`src/rtl/tmds_encoder_if.sv`:
```
// Parallel video stream into the TMDS encoder and the three 10-bit
// symbols it hands to the serializer. The master drives the pixel stream
// (timing/pattern controller side); the slave is the encoder itself.
interface tmds_encoder_if;
    logic        de_i;
    logic        hsync_i;
    logic        vsync_i;
    logic [23:0] data_i;
    logic [9:0]  tmds_ch0_o;
    logic [9:0]  tmds_ch1_o;
    logic [9:0]  tmds_ch2_o;

    modport master (
        output de_i,
        output hsync_i,
        output vsync_i,
        output data_i,
        input  tmds_ch0_o,
        input  tmds_ch1_o,
        input  tmds_ch2_o
    );

    modport slave (
        input  de_i,
        input  hsync_i,
        input  vsync_i,
        input  data_i,
        output tmds_ch0_o,
        output tmds_ch1_o,
        output tmds_ch2_o
    );
endinterface

```
`src/rtl/tmds_encoder.sv`:
```
// Three-channel DVI/HDMI TMDS encoder. Channel 0 carries blue plus the
// sync controls, channel 1 green, channel 2 red. Two registered stages:
// transition minimisation, then DC balancing with a per-channel running
// disparity. Fixed latency of two pixel clocks, one symbol per cycle.
module tmds_encoder (
    input  logic          clk_i,
    input  logic          rst_i,
    tmds_encoder_if.slave vid
);

    localparam int NUM_CH = 3;

    localparam logic [9:0] CTRL_00 = 10'h354;
    localparam logic [9:0] CTRL_01 = 10'h0AB;
    localparam logic [9:0] CTRL_10 = 10'h154;
    localparam logic [9:0] CTRL_11 = 10'h2AB;

    // Population count of an 8-bit word (0..8).
    function automatic logic [3:0] count_ones(input logic [7:0] d);
        logic [3:0] n;
        n = '0;
        for (int i = 0; i < 8; i++) begin
            n = n + {3'b000, d[i]};
        end
        return n;
    endfunction

    // Chains XOR or XNOR through the byte, whichever yields fewer
    // transitions; bit 8 records which was used (1 = XOR).
    function automatic logic [8:0] minimise_transitions(input logic [7:0] d);
        logic [3:0] n1;
        logic       use_xnor;
        logic [8:0] q;
        n1       = count_ones(d);
        use_xnor = (n1 > 4'd4) || ((n1 == 4'd4) && !d[0]);
        q        = '0;
        q[0]     = d[0];
        for (int i = 1; i < 8; i++) begin
            q[i] = use_xnor ? ~(q[i-1] ^ d[i]) : (q[i-1] ^ d[i]);
        end
        q[8] = ~use_xnor;
        return q;
    endfunction

    // Blanking-period control token for {C1,C0}.
    function automatic logic [9:0] control_symbol(input logic [1:0] c);
        logic [9:0] s;
        case (c)
            2'b00:   s = CTRL_00;
            2'b01:   s = CTRL_01;
            2'b10:   s = CTRL_10;
            default: s = CTRL_11;
        endcase
        return s;
    endfunction

    // Stage-1 combinational result and pipeline registers.
    logic [8:0]        qm_d  [NUM_CH];
    logic [8:0]        qm_q  [NUM_CH];
    logic              de_q;
    logic              hsync_q;
    logic              vsync_q;

    // Stage-2 combinational result and output/disparity registers.
    logic [9:0]        sym_d [NUM_CH];
    logic [9:0]        sym_q [NUM_CH];
    logic signed [4:0] cnt_d [NUM_CH];
    logic signed [4:0] cnt_q [NUM_CH];

    // Transition-minimised word for each colour byte.
    always_comb begin
        for (int ch = 0; ch < NUM_CH; ch++) begin
            qm_d[ch] = minimise_transitions(vid.data_i[ch*8 +: 8]);
        end
    end

    // Stage 1 registers: q_m words plus the controls travelling with them.
    always_ff @(posedge clk_i or posedge rst_i) begin
        if (rst_i) begin
            for (int ch = 0; ch < NUM_CH; ch++) begin
                qm_q[ch] <= '0;
            end
            de_q    <= 1'b0;
            hsync_q <= 1'b0;
            vsync_q <= 1'b0;
        end else begin
            for (int ch = 0; ch < NUM_CH; ch++) begin
                qm_q[ch] <= qm_d[ch];
            end
            de_q    <= vid.de_i;
            hsync_q <= vid.hsync_i;
            vsync_q <= vid.vsync_i;
        end
    end

    // DC-balance decision and next running disparity for each channel.
    always_comb begin
        logic [3:0]        ones;
        logic signed [4:0] n1s;
        logic signed [4:0] n0s;
        logic signed [4:0] bal;
        logic signed [4:0] q8_x2;
        logic signed [4:0] nq8_x2;
        logic [1:0]        ctl;
        logic [8:0]        qm;
        for (int ch = 0; ch < NUM_CH; ch++) begin
            sym_d[ch] = CTRL_00;
            cnt_d[ch] = '0;
            qm        = qm_q[ch];
            ctl       = (ch == 0) ? {vsync_q, hsync_q} : 2'b00;
            ones      = count_ones(qm[7:0]);
            n1s       = $signed({1'b0, ones});
            n0s       = 5'sd8 - n1s;
            bal       = n1s - n0s;
            q8_x2     = qm[8] ? 5'sd2 : 5'sd0;
            nq8_x2    = qm[8] ? 5'sd0 : 5'sd2;
            if (!de_q) begin
                sym_d[ch] = control_symbol(ctl);
                cnt_d[ch] = '0;
            end else if ((cnt_q[ch] == 5'sd0) || (n1s == n0s)) begin
                sym_d[ch] = {~qm[8], qm[8], (qm[8] ? qm[7:0] : ~qm[7:0])};
                cnt_d[ch] = cnt_q[ch] + (qm[8] ? bal : -bal);
            end else if (((cnt_q[ch] > 5'sd0) && (n1s > n0s)) ||
                         ((cnt_q[ch] < 5'sd0) && (n0s > n1s))) begin
                sym_d[ch] = {1'b1, qm[8], ~qm[7:0]};
                cnt_d[ch] = cnt_q[ch] + q8_x2 - bal;
            end else begin
                sym_d[ch] = {1'b0, qm[8], qm[7:0]};
                cnt_d[ch] = cnt_q[ch] + bal - nq8_x2;
            end
        end
    end

    // Stage 2 registers: output symbols and running disparity.
    always_ff @(posedge clk_i or posedge rst_i) begin
        if (rst_i) begin
            for (int ch = 0; ch < NUM_CH; ch++) begin
                sym_q[ch] <= CTRL_00;
                cnt_q[ch] <= '0;
            end
        end else begin
            for (int ch = 0; ch < NUM_CH; ch++) begin
                sym_q[ch] <= sym_d[ch];
                cnt_q[ch] <= cnt_d[ch];
            end
        end
    end

    assign vid.tmds_ch0_o = sym_q[0];
    assign vid.tmds_ch1_o = sym_q[1];
    assign vid.tmds_ch2_o = sym_q[2];

endmodule

```
`src/flat_wrapper.sv`:
```
// flat-port wrapper written by rule: the top's interface ports become plain ports
module tmds_encoder_flat 
  (clk_i, rst_i, vid_de_i, vid_hsync_i, vid_vsync_i, vid_data_i, vid_tmds_ch0_o, vid_tmds_ch1_o, vid_tmds_ch2_o);
  tmds_encoder_if vid_i ();
  input  logic clk_i;
  input  logic rst_i;
  input wire logic [$bits(vid_i.de_i)-1:0] vid_de_i;
  input wire logic [$bits(vid_i.hsync_i)-1:0] vid_hsync_i;
  input wire logic [$bits(vid_i.vsync_i)-1:0] vid_vsync_i;
  input wire logic [$bits(vid_i.data_i)-1:0] vid_data_i;
  output wire logic [$bits(vid_i.tmds_ch0_o)-1:0] vid_tmds_ch0_o;
  output wire logic [$bits(vid_i.tmds_ch1_o)-1:0] vid_tmds_ch1_o;
  output wire logic [$bits(vid_i.tmds_ch2_o)-1:0] vid_tmds_ch2_o;
  assign vid_i.de_i = vid_de_i;
  assign vid_i.hsync_i = vid_hsync_i;
  assign vid_i.vsync_i = vid_vsync_i;
  assign vid_i.data_i = vid_data_i;
  assign vid_tmds_ch0_o = vid_i.tmds_ch0_o;
  assign vid_tmds_ch1_o = vid_i.tmds_ch1_o;
  assign vid_tmds_ch2_o = vid_i.tmds_ch2_o;
  tmds_encoder u_core (.clk_i(clk_i), .rst_i(rst_i), .vid(vid_i));
endmodule
```
`config.mk`:
```
export PLATFORM = sky130hd
export DESIGN_NAME = tmds_encoder_flat
export DESIGN_NICKNAME = d
export VERILOG_FILES = /design/src/rtl/tmds_encoder_if.sv /design/src/rtl/tmds_encoder.sv /design/src/flat_wrapper.sv
export SDC_FILE = /design/constraint.sdc
export NUM_CORES = 1
export LEC_CHECK = 0
export CORE_ASPECT_RATIO = 1.75
export CORE_MARGIN = 10
export CORE_UTILIZATION = 40
export DETAILED_ROUTE_END_ITERATION = 7
export GPL_ROUTABILITY_DRIVEN = 0
export GPL_TIMING_DRIVEN = 0
export PLACE_DENSITY = 0.7
export SLEW_MARGIN = 20
export SYNTH_ARGS = -nofsm -noshare
export SYNTH_HDL_FRONTEND = slang
export SYNTH_SLANG_ARGS = --single-unit
```
`constraint.sdc`:
```
create_clock -name clk_i -period 5.4 [get_ports clk_i]
set_input_delay 0.54 -clock clk_i [delete_from_list [all_inputs] [get_ports clk_i]]
set_output_delay 0.54 -clock clk_i [all_outputs]
set_load 0.05 [all_outputs]
```
* Word-level counts from Yosys, hierarchy flattened
Index checks and enable logic that the tools add are counted.
Storage, ports and cells: flip-flop bits (word level) 75, output and inout port bits 30
Cells by class: add/sub/neg operators 66, order comparisons 15, equality and inequality tests 8, multiplexer cells 52, bitwise gates (word level) 51, reductions and logical operators 25
Operators with widths (number):
- $add A4 B1 Y4 | 36
- $mux W10 | 9
- $mux W5 | 12
- $add A5 B5 Y5 | 9
- $sub A5 B5 Y5 | 9
- $gt A5 B5 Y1 | 6
- $pmux W10 S3 | 1
- $not A1 Y1 | 27
- $mux W8 | 3
- $not A8 Y8 | 3
- $mux W1 | 21
- $xor A1 B1 Y1 | 21
- $eq A5 B5 Y1 | 3
- $gt A5 B1 Y1 const B | 3
- $logic_not A5 Y1 | 3
- $lt A5 B1 Y1 const B | 3
- $neg A5 Y5 | 3
- $sub A4 B4 Y5 const A | 3
- $add A1 B1 Y2 | 6
- $eq A4 B3 Y1 const B | 3
- $gt A4 B3 Y1 const B | 3
- $mux W2 | 6
- $logic_and A1 B1 Y1 | 9
- $logic_or A1 B1 Y1 | 9
- other kinds (4) | 6

* Logic depth before layout (Yosys ltp)
depth in word-level cells 29, mapped depth 17, mapped depth without buffers 17

* Worst setup path after synthesis
Ideal clock, no wire load.
kind register to register, start register u_core.qm_q[0] (netlist bit), end register u_core.cnt_q[4] (netlist bit), arrival 4.323 ns, data required time 5.261 ns, slack 0.937 ns, cell stages (with the launch flop) 16, clock period less this slack 4.463 ns, cell sequence dfrtp_1 -> ha_1 -> inv_1 -> fa_1 -> fa_1 -> fa_1 -> fa_1 -> ha_1 -> mux2_2 -> ha_1 -> a21o_1 -> a21oi_1 -> xnor2_1 -> o41ai_1 -> a21oi_1 -> a21boi_1
RTL lines:
- start: declaration | line tmds_encoder.sv:59 | logic [8:0] qm_q [NUM_CH];
- start signal: indexed assignment | line tmds_encoder.sv:88 | qm_q[ch] <= qm_d[ch];
- end signal: indexed assignment | line tmds_encoder.sv:144 | cnt_q[ch] <= cnt_d[ch];
- end: declaration | line tmds_encoder.sv:68 | logic signed [4:0] cnt_q [NUM_CH];

==> impl_metrics.toml <==
[setup_path]
worst-path-max-fanout = 5
cp_cell_sequence = "ha_1 > inv_1 > fa_1 > fa_1 > fa_1 > fa_1 > xnor2_1 > inv_2 > ha_1 > nor2b_1 > o21ai_1 > a2111oi_2 > a21oi_2 > mux2_1 > o21bai_1"
cp-end-kind = "flop"
crit_path_start_kind = "flop"
path_class = "reg2reg"
cpLargestDelayFamily = "adder cells"
slowest_stage = "fa_1"
critical_path_buf_inv_count = 2
cp.required_ns = 5.66
critPathMaxStageDelay_ns = 0.53
arrival_ns = 5.09
cpMostUsedCell = "fa_1"

[sta]
setup_tns_ns = 0
setup_viol = 0
fin_skew_ns = 0.00769
hold_viol = 0
drv_slew = 0
rsz0062_at_grt = "no"
slew_headroom_pct = 53.7
tightest_slew_ns = 0.688
fmax_ghz = 0.207
layout_min_cycle_time_ns = 4.82
post-route-period-util_pct = 89.3

[synth]
ys_async_sr_fraction_pct = 100
synthTopCellsByCount = "inv_1 (97), xnor2_1 (68), ha_1 (67)"
synth_most_common_cell = "inv_1"
synth-seq-area-share_pct = 32.3
yosysTopAreaCell = "dfrtp_1"
synth_top_flop_cell = "dfrtp_1"
synth_nets = 696
synthesis.area_um2 = 5860
syn-instance-count = 561
yosys-top-cells-area = "dfrtp_1 (26%), ha_1 (14%), fa_1 (13%)"
synth_area_per_cell_um2 = 10.4
synth_top_cell_area_share_pct = 25.6
synthDistinctLibCells = 55
ys_seq_elements = 75
yosys_warnings = 0
synth_edf_count = 0

[routing]
routed_wl_um = 12300
ant_nets = 0
first_pass_iters = 4
routed_via_density = 4.95
vias = 4038
drt_iter0_markers = 231
drc_errors = 0
wl_per_cell_um = 15.0

[cts]
cts.sinks = 75
ctsRootBufferMaster = "clkbuf_16"
post-cts-setup-buffer-count = 0
holdBufCountCts = 0
cts-buffers-inserted = 9
max-clock-path-buffers = 2
htreeDepth = 3
clkTransAtPathRegs_ns = 0.06
clk_latency_ns = 0.34
cts_tree = "done"
cts_resized = 0

[grt]
overflow = 0
grt_pass1_wl_um = 21300
antenna_found_initial = 0
track_usage_pct = 12.6
grt_pass1_vias = 4568
grt_max_degree = 61

[layout]
fin_nets = 766
diodes = 0
layout-drive-gt1-share_pct = 8.81
ff_latch_area_um2 = 1900
multi_input_area_um2 = 3560
nFillCells = 1299
area_growth_pct = 19.1

[place]
dpl.hpwl_um = 10200
port_buffers = 58

[floorplan]
chipWidth_um = 112
pin_count = 59
die_h_um = 180
coreArea_um2 = 14400
initial_core_util_pct = 40.8
num_rows = 58
die_area_um2 = 20100

[flow_run]
max_cap_violations = 0

[status]
outcome = "finished, final reports clean"

[hold_path]
hold_class = "in2async"
flip-flops by register name, indices dropped and copies added (netlist names):
name	count
u_core.cnt_q	15
u_core.vid.tmds_ch1_o	10
u_core.vsync_q	1
u_core.qm_q	27
u_core.hsync_q	1
u_core.vid.tmds_ch0_o	10
u_core.de_q	1
u_core.vid.tmds_ch2_o	10
cell type report:
cell class	count	area share [%]
clock inverters	7	0.842
well taps	180	3.23
plain buffers	6	0.376
multi-input cells	379	51.0
flip-flops and latches	75	27.2
inverters	101	5.47
repair buffers	59	8.71
clock buffers	9	3.23
cells in the final DEF, fill, tap and decap left out, types with 3 or more instances in the layout:
cell type,instances
a21oi_1,30
xnor2_1,68
a21o_1,9
mux2i_1,6
nor2b_1,7
inv_2,3
dfrtp_1,60
inv_1,96
nor2_1,25
dfstp_2,15
o21ai_0,11
clkdlybuf4s50_1,58
a211oi_1,9
o211ai_1,9
xor2_1,13
fa_1,39
o21ai_1,7
ha_1,67
clkbuf_1,4
inv_6,3
nor3_1,5
and2_1,4
or2_2,3
nor3b_1,6
nand2_1,21
clkbuf_16,9
o21a_1,4
path summary, 6_finish.rpt:
path                            slack, ns                            endpoint                 startpoint  cells past startpoint
worst max-delay path                 0.58           u_core.cnt_q[2]$_DFF_PP0_   u_core.qm_q[0]$_DFF_PP0_                     15
worst min-delay path                 0.48           u_core.cnt_q[7]$_DFF_PP0_                      rst_i                      2
worst max register to register       0.58           u_core.cnt_q[2]$_DFF_PP0_   u_core.qm_q[0]$_DFF_PP0_                     15
min in group clk_i                   0.48  u_core.vid.tmds_ch0_o[2]$_DFF_PP1_  u_core.qm_q[20]$_DFF_PP0_                      1
max in group asynchronous            4.33  u_core.vid.tmds_ch1_o[2]$_DFF_PP1_                      rst_i                      3
worst min register to register       0.48  u_core.vid.tmds_ch0_o[2]$_DFF_PP1_  u_core.qm_q[20]$_DFF_PP0_                      1
metal layers:
layer	global-route usage (%)	routed length, um
met4	6.25	374
met5	0	0
met1	12.2	4370
met3	2.57	482
met2	24.3	7030
metrics by stage:
stage	hold WS, ns	worst slack [ns]	util [%]	cell area [um^2]	std cells
2_1_floorplan	0.418	0.937	-	5860	561
3_3_place_gp	0.470	0.691	46.4	6670	799
3_5_place_dp	0.476	0.573	46.6	6700	800
4_1_cts	0.481	0.544	48.6	6980	816
5_1_grt	0.501	0.299	48.6	6980	816
6_report	0.480	0.578	48.6	6980	816
cell families after synthesis:
family | synth area share [%]
xor+xnor | 12.4
mux | 2.18
buf+inv | 6.92
compound gates | 10.8
fa+ha+maj | 27.6
simple gates | 7.73
flops | 32.3
Power is not shown: default switching activity piles up to over one toggle a cycle in this logic, so the estimate is an artifact.
